--- src/rtl/mips_isa_pkg.sv ---
// Shared MIPS ISA constants and instruction field helpers used by the decode stage
// and the ALU control.
package mips_isa_pkg;

  localparam logic [5:0] OP_RTYPE = 6'h00;
  localparam logic [5:0] OP_LW    = 6'h23;
  localparam logic [5:0] OP_SW    = 6'h2B;
  localparam logic [5:0] OP_BEQ   = 6'h04;
  localparam logic [5:0] OP_ADDI  = 6'h08;

  localparam logic [5:0] FN_ADD = 6'h20;
  localparam logic [5:0] FN_AND = 6'h24;
  localparam logic [5:0] FN_SLT = 6'h2A;

  function automatic logic [5:0] f_opcode(input logic [31:0] i);
    return i[31:26];
  endfunction

  function automatic logic [4:0] f_rs(input logic [31:0] i);
    return i[25:21];
  endfunction

  function automatic logic [4:0] f_rt(input logic [31:0] i);
    return i[20:16];
  endfunction

  function automatic logic [4:0] f_rd(input logic [31:0] i);
    return i[15:11];
  endfunction

  function automatic logic [5:0] f_funct(input logic [31:0] i);
    return i[5:0];
  endfunction

  function automatic logic [15:0] f_imm(input logic [31:0] i);
    return i[15:0];
  endfunction

  function automatic logic op_legal(input logic [5:0] op);
    return (op == OP_RTYPE) || (op == OP_LW) || (op == OP_SW) ||
           (op == OP_BEQ) || (op == OP_ADDI);
  endfunction

  // rt is a source register only for these; lw/addi use it as destination.
  function automatic logic op_uses_rt(input logic [5:0] op);
    return (op == OP_RTYPE) || (op == OP_BEQ) || (op == OP_SW);
  endfunction

endpackage

--- src/rtl/reg_file_2r1w.sv ---
// Register file with two asynchronous read ports and one synchronous write port.
// R0 reads as zero; a same-cycle write can be forwarded to the read ports.
module reg_file_2r1w #(
  parameter int DATA_W    = 32,
  parameter int REG_AW    = 5,
  parameter bit BYPASS_EN = 1'b1
) (
  input  logic              clk,
  input  logic              rst_n,
  input  logic              we,
  input  logic [REG_AW-1:0] waddr,
  input  logic [DATA_W-1:0] wdata,
  input  logic [REG_AW-1:0] raddr_a,
  input  logic [REG_AW-1:0] raddr_b,
  output logic [DATA_W-1:0] rdata_a,
  output logic [DATA_W-1:0] rdata_b
);

  localparam int NREG = 1 << REG_AW;

  logic [DATA_W-1:0] regs [NREG];

  always_ff @(posedge clk or negedge rst_n) begin
    if (!rst_n) begin
      for (int i = 0; i < NREG; i++) regs[i] <= '0;
    end else if (we && (waddr != '0)) begin
      regs[waddr] <= wdata;
    end
  end

  always_comb begin
    rdata_a = regs[raddr_a];
    if (raddr_a == '0) rdata_a = '0;
    else if (BYPASS_EN && we && (waddr == raddr_a)) rdata_a = wdata;
  end

  always_comb begin
    rdata_b = regs[raddr_b];
    if (raddr_b == '0) rdata_b = '0;
    else if (BYPASS_EN && we && (waddr == raddr_b)) rdata_b = wdata;
  end

endmodule

--- src/rtl/decode_operand_stage.sv ---
// Decode / operand-fetch stage: decodes MIPS words, reads operands, and stalls on
// RAW hazards against in-flight destinations tracked by a busy scoreboard.
module decode_operand_stage
  import mips_isa_pkg::*;
#(
  parameter int DATA_W    = 32,
  parameter int REG_AW    = 5,
  parameter bit BYPASS_EN = 1'b1
) (
  input  logic              clk,
  input  logic              rst_n,
  input  logic              in_valid,
  output logic              in_ready,
  input  logic [31:0]       instr,
  input  logic              wb_en,
  input  logic [REG_AW-1:0] wb_addr,
  input  logic [DATA_W-1:0] wb_data,
  output logic              out_valid,
  input  logic              out_ready,
  output logic [5:0]        opcode,
  output logic [5:0]        func_field,
  output logic [DATA_W-1:0] A,
  output logic [DATA_W-1:0] B,
  output logic [REG_AW-1:0] dest,
  output logic              dest_wr,
  output logic              illegal
);

  localparam int NREG = 1 << REG_AW;

  logic [5:0]        op;
  logic [REG_AW-1:0] rs, rt, rd;
  logic [DATA_W-1:0] rdata_a, rdata_b, imm_sext;
  logic              legal, uses_rt, hazard, accept;
  logic [NREG-1:0]   busy, busy_eff, clear_mask, set_mask;
  logic [REG_AW-1:0] new_dest;
  logic              new_dest_wr;

  assign op       = f_opcode(instr);
  assign rs       = REG_AW'(f_rs(instr));
  assign rt       = REG_AW'(f_rt(instr));
  assign rd       = REG_AW'(f_rd(instr));
  assign legal    = op_legal(op);
  assign uses_rt  = op_uses_rt(op);
  assign imm_sext = {{(DATA_W-16){instr[15]}}, f_imm(instr)};

  reg_file_2r1w #(
    .DATA_W(DATA_W), .REG_AW(REG_AW), .BYPASS_EN(BYPASS_EN)
  ) u_rf (
    .clk(clk), .rst_n(rst_n),
    .we(wb_en), .waddr(wb_addr), .wdata(wb_data),
    .raddr_a(rs), .raddr_b(rt),
    .rdata_a(rdata_a), .rdata_b(rdata_b)
  );

  // A register retiring this cycle is forwarded, so it no longer blocks issue.
  assign clear_mask = wb_en ? (NREG'(1) << wb_addr) : '0;
  assign busy_eff   = BYPASS_EN ? (busy & ~clear_mask) : busy;

  assign hazard = legal && (((rs != '0) && busy_eff[rs]) ||
                            (uses_rt && (rt != '0) && busy_eff[rt]));

  always_comb begin
    new_dest = '0;
    if (op == OP_RTYPE) new_dest = rd;
    else if ((op == OP_LW) || (op == OP_ADDI)) new_dest = rt;
  end
  assign new_dest_wr = ((op == OP_RTYPE) || (op == OP_LW) || (op == OP_ADDI)) &&
                       (new_dest != '0);

  // Handshake: a transfer happens on a rising edge where valid && ready.
  // in_ready never depends on in_valid; out_valid/outputs hold until out_ready.
  assign in_ready = rst_n & ~hazard & (~out_valid | out_ready);
  assign accept   = in_valid & in_ready;
  assign set_mask = (accept && legal && new_dest_wr) ? (NREG'(1) << new_dest) : '0;

  always_ff @(posedge clk or negedge rst_n) begin
    if (!rst_n) begin
      busy <= '0;
    end else begin
      busy <= (busy & ~clear_mask) | set_mask;
    end
  end

  always_ff @(posedge clk or negedge rst_n) begin
    if (!rst_n) begin
      out_valid  <= 1'b0;
      opcode     <= '0;
      func_field <= '0;
      A          <= '0;
      B          <= '0;
      dest       <= '0;
      dest_wr    <= 1'b0;
      illegal    <= 1'b0;
    end else if (accept && legal) begin
      out_valid  <= 1'b1;
      opcode     <= op;
      func_field <= (op == OP_RTYPE) ? f_funct(instr) : 6'h00;
      A          <= rdata_a;
      B          <= (uses_rt && (op != OP_SW)) ? rdata_b : imm_sext;
      dest       <= new_dest;
      dest_wr    <= new_dest_wr;
    end else begin
      if (accept) illegal <= 1'b1;
      if (out_ready) out_valid <= 1'b0;
    end
  end

endmodule
--- config.mk ---
export PLATFORM = sky130hd
export DESIGN_NAME = decode_operand_stage
export DESIGN_NICKNAME = d
export VERILOG_FILES = /design/src/rtl/mips_isa_pkg.sv /design/src/rtl/reg_file_2r1w.sv /design/src/rtl/decode_operand_stage.sv
export SDC_FILE = /design/constraint.sdc
export NUM_CORES = 2
export LEC_CHECK = 0
export CORE_MARGIN = 8
export CORE_UTILIZATION = 63
export CTS_CLUSTER_DIAMETER = 100
export DETAILED_ROUTE_END_ITERATION = 8
export HOLD_SLACK_MARGIN = 0.06
export PLACE_DENSITY = 0.85
export SYNTH_ARGS = -nofsm -noshare
export SYNTH_HDL_FRONTEND = slang
export SYNTH_SLANG_ARGS = --single-unit
--- constraint.sdc ---
create_clock -name clk -period 3.9 [get_ports clk]
set_input_delay 0.78 -clock clk [delete_from_list [all_inputs] [get_ports clk]]
set_output_delay 0.78 -clock clk [all_outputs]
set_load 0.005 [all_outputs]
==> results_dict.tcl <==
set metrics [dict create \
    drt_first_pass_iters 6 \
    crit_slowest_cell "or4b_4" \
    grt_usage_pct 34.1 \
    p_total_w 0.0343 \
    period_share_pct 98.4 \
    grt_setup_unrepaired "false" \
    regArea_um2 28500 \
    gr-total-overflow 0 \
    die_area_um2 106000 \
    antenna_found_initial 7 \
    worstPathMaxFanout 5 \
    setup_violations 0 \
    drt_wl_total_mm 180 \
    finalCriticalPeriod_ns 3.84 \
    die_x_um 325 \
    r2r_start "busy[26]" \
    fillerInstances 5626 \
    grt_max_degree 170 \
    cts_sinks 1140 \
    hold_viol_final 0 \
    syn_area_um2 60300 \
    ir_drop_mv 0.435 \
    outcome "finished clean" \
    final_nets 4098 \
    first_iter_violations 5326 \
    stdcell_area_um2 68600 \
    synthCells 3905 \
    syn_avg_cell_area_um2 15.4 \
    timing.final.ws_setup_ns 0.0619 \
    num_rows 113 \
    cp_data_required_time_ns 3.12 \
    cts-buffers-inserted 115 \
    clk_pin_slew_ns 0.06 \
    tns_ns 0 \
    relSlewSlack_pct 18.6 \
    arrival_ns 3.06 \
    yosysWarnings 0 \
    vias_per_cell 7.39 \
    synth_edf_count 0 \
    multiInputGateArea_um2 30200 \
    post-route-drc-count 0 \
    fin_skew_ns 0.0210 \
    final_max_slew_viol_count 0 \
    start_util_pct 63.6 \
    tightestPinTransition_ns 1.22 \
    start_kind "input port" \
    gp_congestion 0.969 \
    placed_area_um2 64500 \
    path_buf_inv 5 \
    layout_commonest_cell "dfrtp_1" \
    drv_cap 0 \
    syn_nets 3979 \
    cts_tree "built" \
    num_io_pins 159 \
    most-common-layout-cells "dfrtp_1 (1,140), mux2_2 (1,036), mux4_2 (614), buf_4 (241), clkdlybuf4s50_1 (140)" \
    synthFlopType "dfrtp_1" \
    clock.fmax_ghz 0.261 \
    cpMostUsedCell "buf_4" \
    grt_pass1_vias 42048 \
    area_delta_synth_final_pct 13.7 \
    cts.htree.levels 3 \
    core-area_um2 94900 \
    critPathKind "input port to output pin" \
    seq_area_frac_synth_pct 47.3 \
    hold_class "flip-flop to flip-flop" \
    port_buffers 158 \
    clock_latency_ns 0.70 \
    critPathTopFamily "simple AND/OR/NAND/NOR gates" \
    yosysUniqueCellTypes 63 \
    crit_path_end_kind "output pin" \
    grt_pass1_wl_mm 274 \
    synthArstFlopShare_pct 100 \
    critPathMaxStageDelay_ns 0.59 \
    drive_above_1_share_pct 54.2 \
    dp_hpwl_mm 102 \
    cp_cell_sequence "buf_2 -> or4b_4 -> buf_4 -> o21ai_2 -> o21ai_1 -> o211ai_1 -> a211oi_2 -> buf_4 -> nor4_4 -> buf_4 -> o211a_1 -> buf_2" \
    rrSetupSlack_ns 1.00 \
    leakage_nw 29.4 \
    p_per_area_nw_per_um2 501 \
    crit_start "wb_addr[3]" \
    ys_ff_latch 1140 \
    dp_slack_ns -0.871 \
    cts-root-buf "clkbuf_16" \
    ant_nets 0 \
    die_h_um 325 \
    min_from "u_rf.regs[992]" \
    wl_per_cell_um 33.5 \
    vias 39796 \
    clockBufferDepth 3 \
]
worst paths after layout:
check                                  to  cells past startpoint
max                              in_ready                     12
max in group asynchronous  u_rf.regs[104]                      4
min in group asynchronous       opcode[2]                      2
max reg2reg                         B[11]                     11
min                        u_rf.regs[992]                      0
min reg2reg                u_rf.regs[992]                      0
per-layer routing:
layer / wire length [um] / share of wire [%] / track usage [%] / up-vias
li1: - / - / - / 15348
met1: 67200 / 37 / 46.8 / 21123
met2: 83000 / 46 / 51.2 / 2716
met3: 20100 / 11 / 8.72 / 607
met4: 10100 / 5.6 / 16.6 / 2
met5: 19 / 0.011 / 0 / -
synthesized netlist by cell type, types with 3 or more instances:
cell,count,area share [%]
nor2b_1,9,0.093
or2_2,7,0.073
and2_1,19,0.20
buf_2,53,0.44
nand4bb_1,4,0.075
inv_1,8,0.050
nand4_1,5,0.052
o211ai_1,14,0.17
xnor2_1,3,0.044
inv_2,3,0.019
mux2_4,31,0.77
nor3_1,10,0.083
clkbuf_1,295,1.8
a31oi_1,3,0.031
mux4_2,614,23
o2111ai_1,5,0.073
o31ai_1,30,0.37
buf_1,90,0.56
o22ai_1,3,0.031
a2111oi_0,16,0.23
nand2_1,63,0.39
mux2i_1,77,1.3
mux2_2,1036,19
a211oi_1,50,0.62
buf_6,6,0.11
a221o_1,15,0.25
a21oi_1,23,0.19
o21ai_0,71,0.59
nand3_1,29,0.24
or3_1,3,0.031
dfrtp_1,1140,47
xor2_1,7,0.10
nor2_1,116,0.72
nand2b_1,7,0.073
area by class of cell:
class / instances / area share [%]
clock buffers: 161 / 4.82
well taps: 1265 / 2.31
clock inverters: 45 / 0.819
diodes: 4 / 0.0146
multi-input cells: 2310 / 44.1
flip-flops and latches: 1140 / 41.6
repair buffers: 446 / 6.27
inverters: 11 / 0.0712
kinds of logic (layout without fill, tap and decap cells):
| kind of cell | after synthesis | after routing | share of synthesized area (%) |
|---|---|---|---|
| flip-flops | 1140 | 1140 | 47.3 |
| AND/OR/NAND/NOR | 299 | 299 | 2.43 |
| AO/OA/AOI/OAI | 243 | 243 | 2.77 |
| buffers and inverters | 455 | 663 | 3.02 |
| other | 0 | 4 | 0 |
| XOR/XNOR | 10 | 10 | 0.145 |
| multiplexers | 1758 | 1758 | 44.3 |
through the flow:
stage | hold slack (ns) | utilization [%] | cells
CTS | 0.397 | 72.3 | 5378
global placement | 0.378 | 68.0 | 5160
global route | 0.407 | 72.3 | 5379
detailed placement | 0.383 | 68.0 | 5160
finish | 0.395 | 72.3 | 5382
floorplan | 0.441 | - | 3905
sequential cells by signal (all words and copies together) (netlist names):
register	cells
u_rf.regs	1024
A	32
B	32
busy	32
func_field	6
opcode	6
dest	5
dest_wr	1
illegal	1
out_valid	1
power by group:
part           internal [W]  switching (W)  total [W]
logic               0.00455        0.00263    0.00719
clock network       0.00666        0.00475     0.0114
registers            0.0140        0.00170     0.0157
timing repair:
item,4_1_cts,5_1_grt
pin swaps,9,9
endpoints found under the setup margin,1,1
setup buffers,11,1
endpoints found under the hold margin,15,0
resized for setup,42,14
hold buffers,1,0
(Power assumes the default switching activity.)
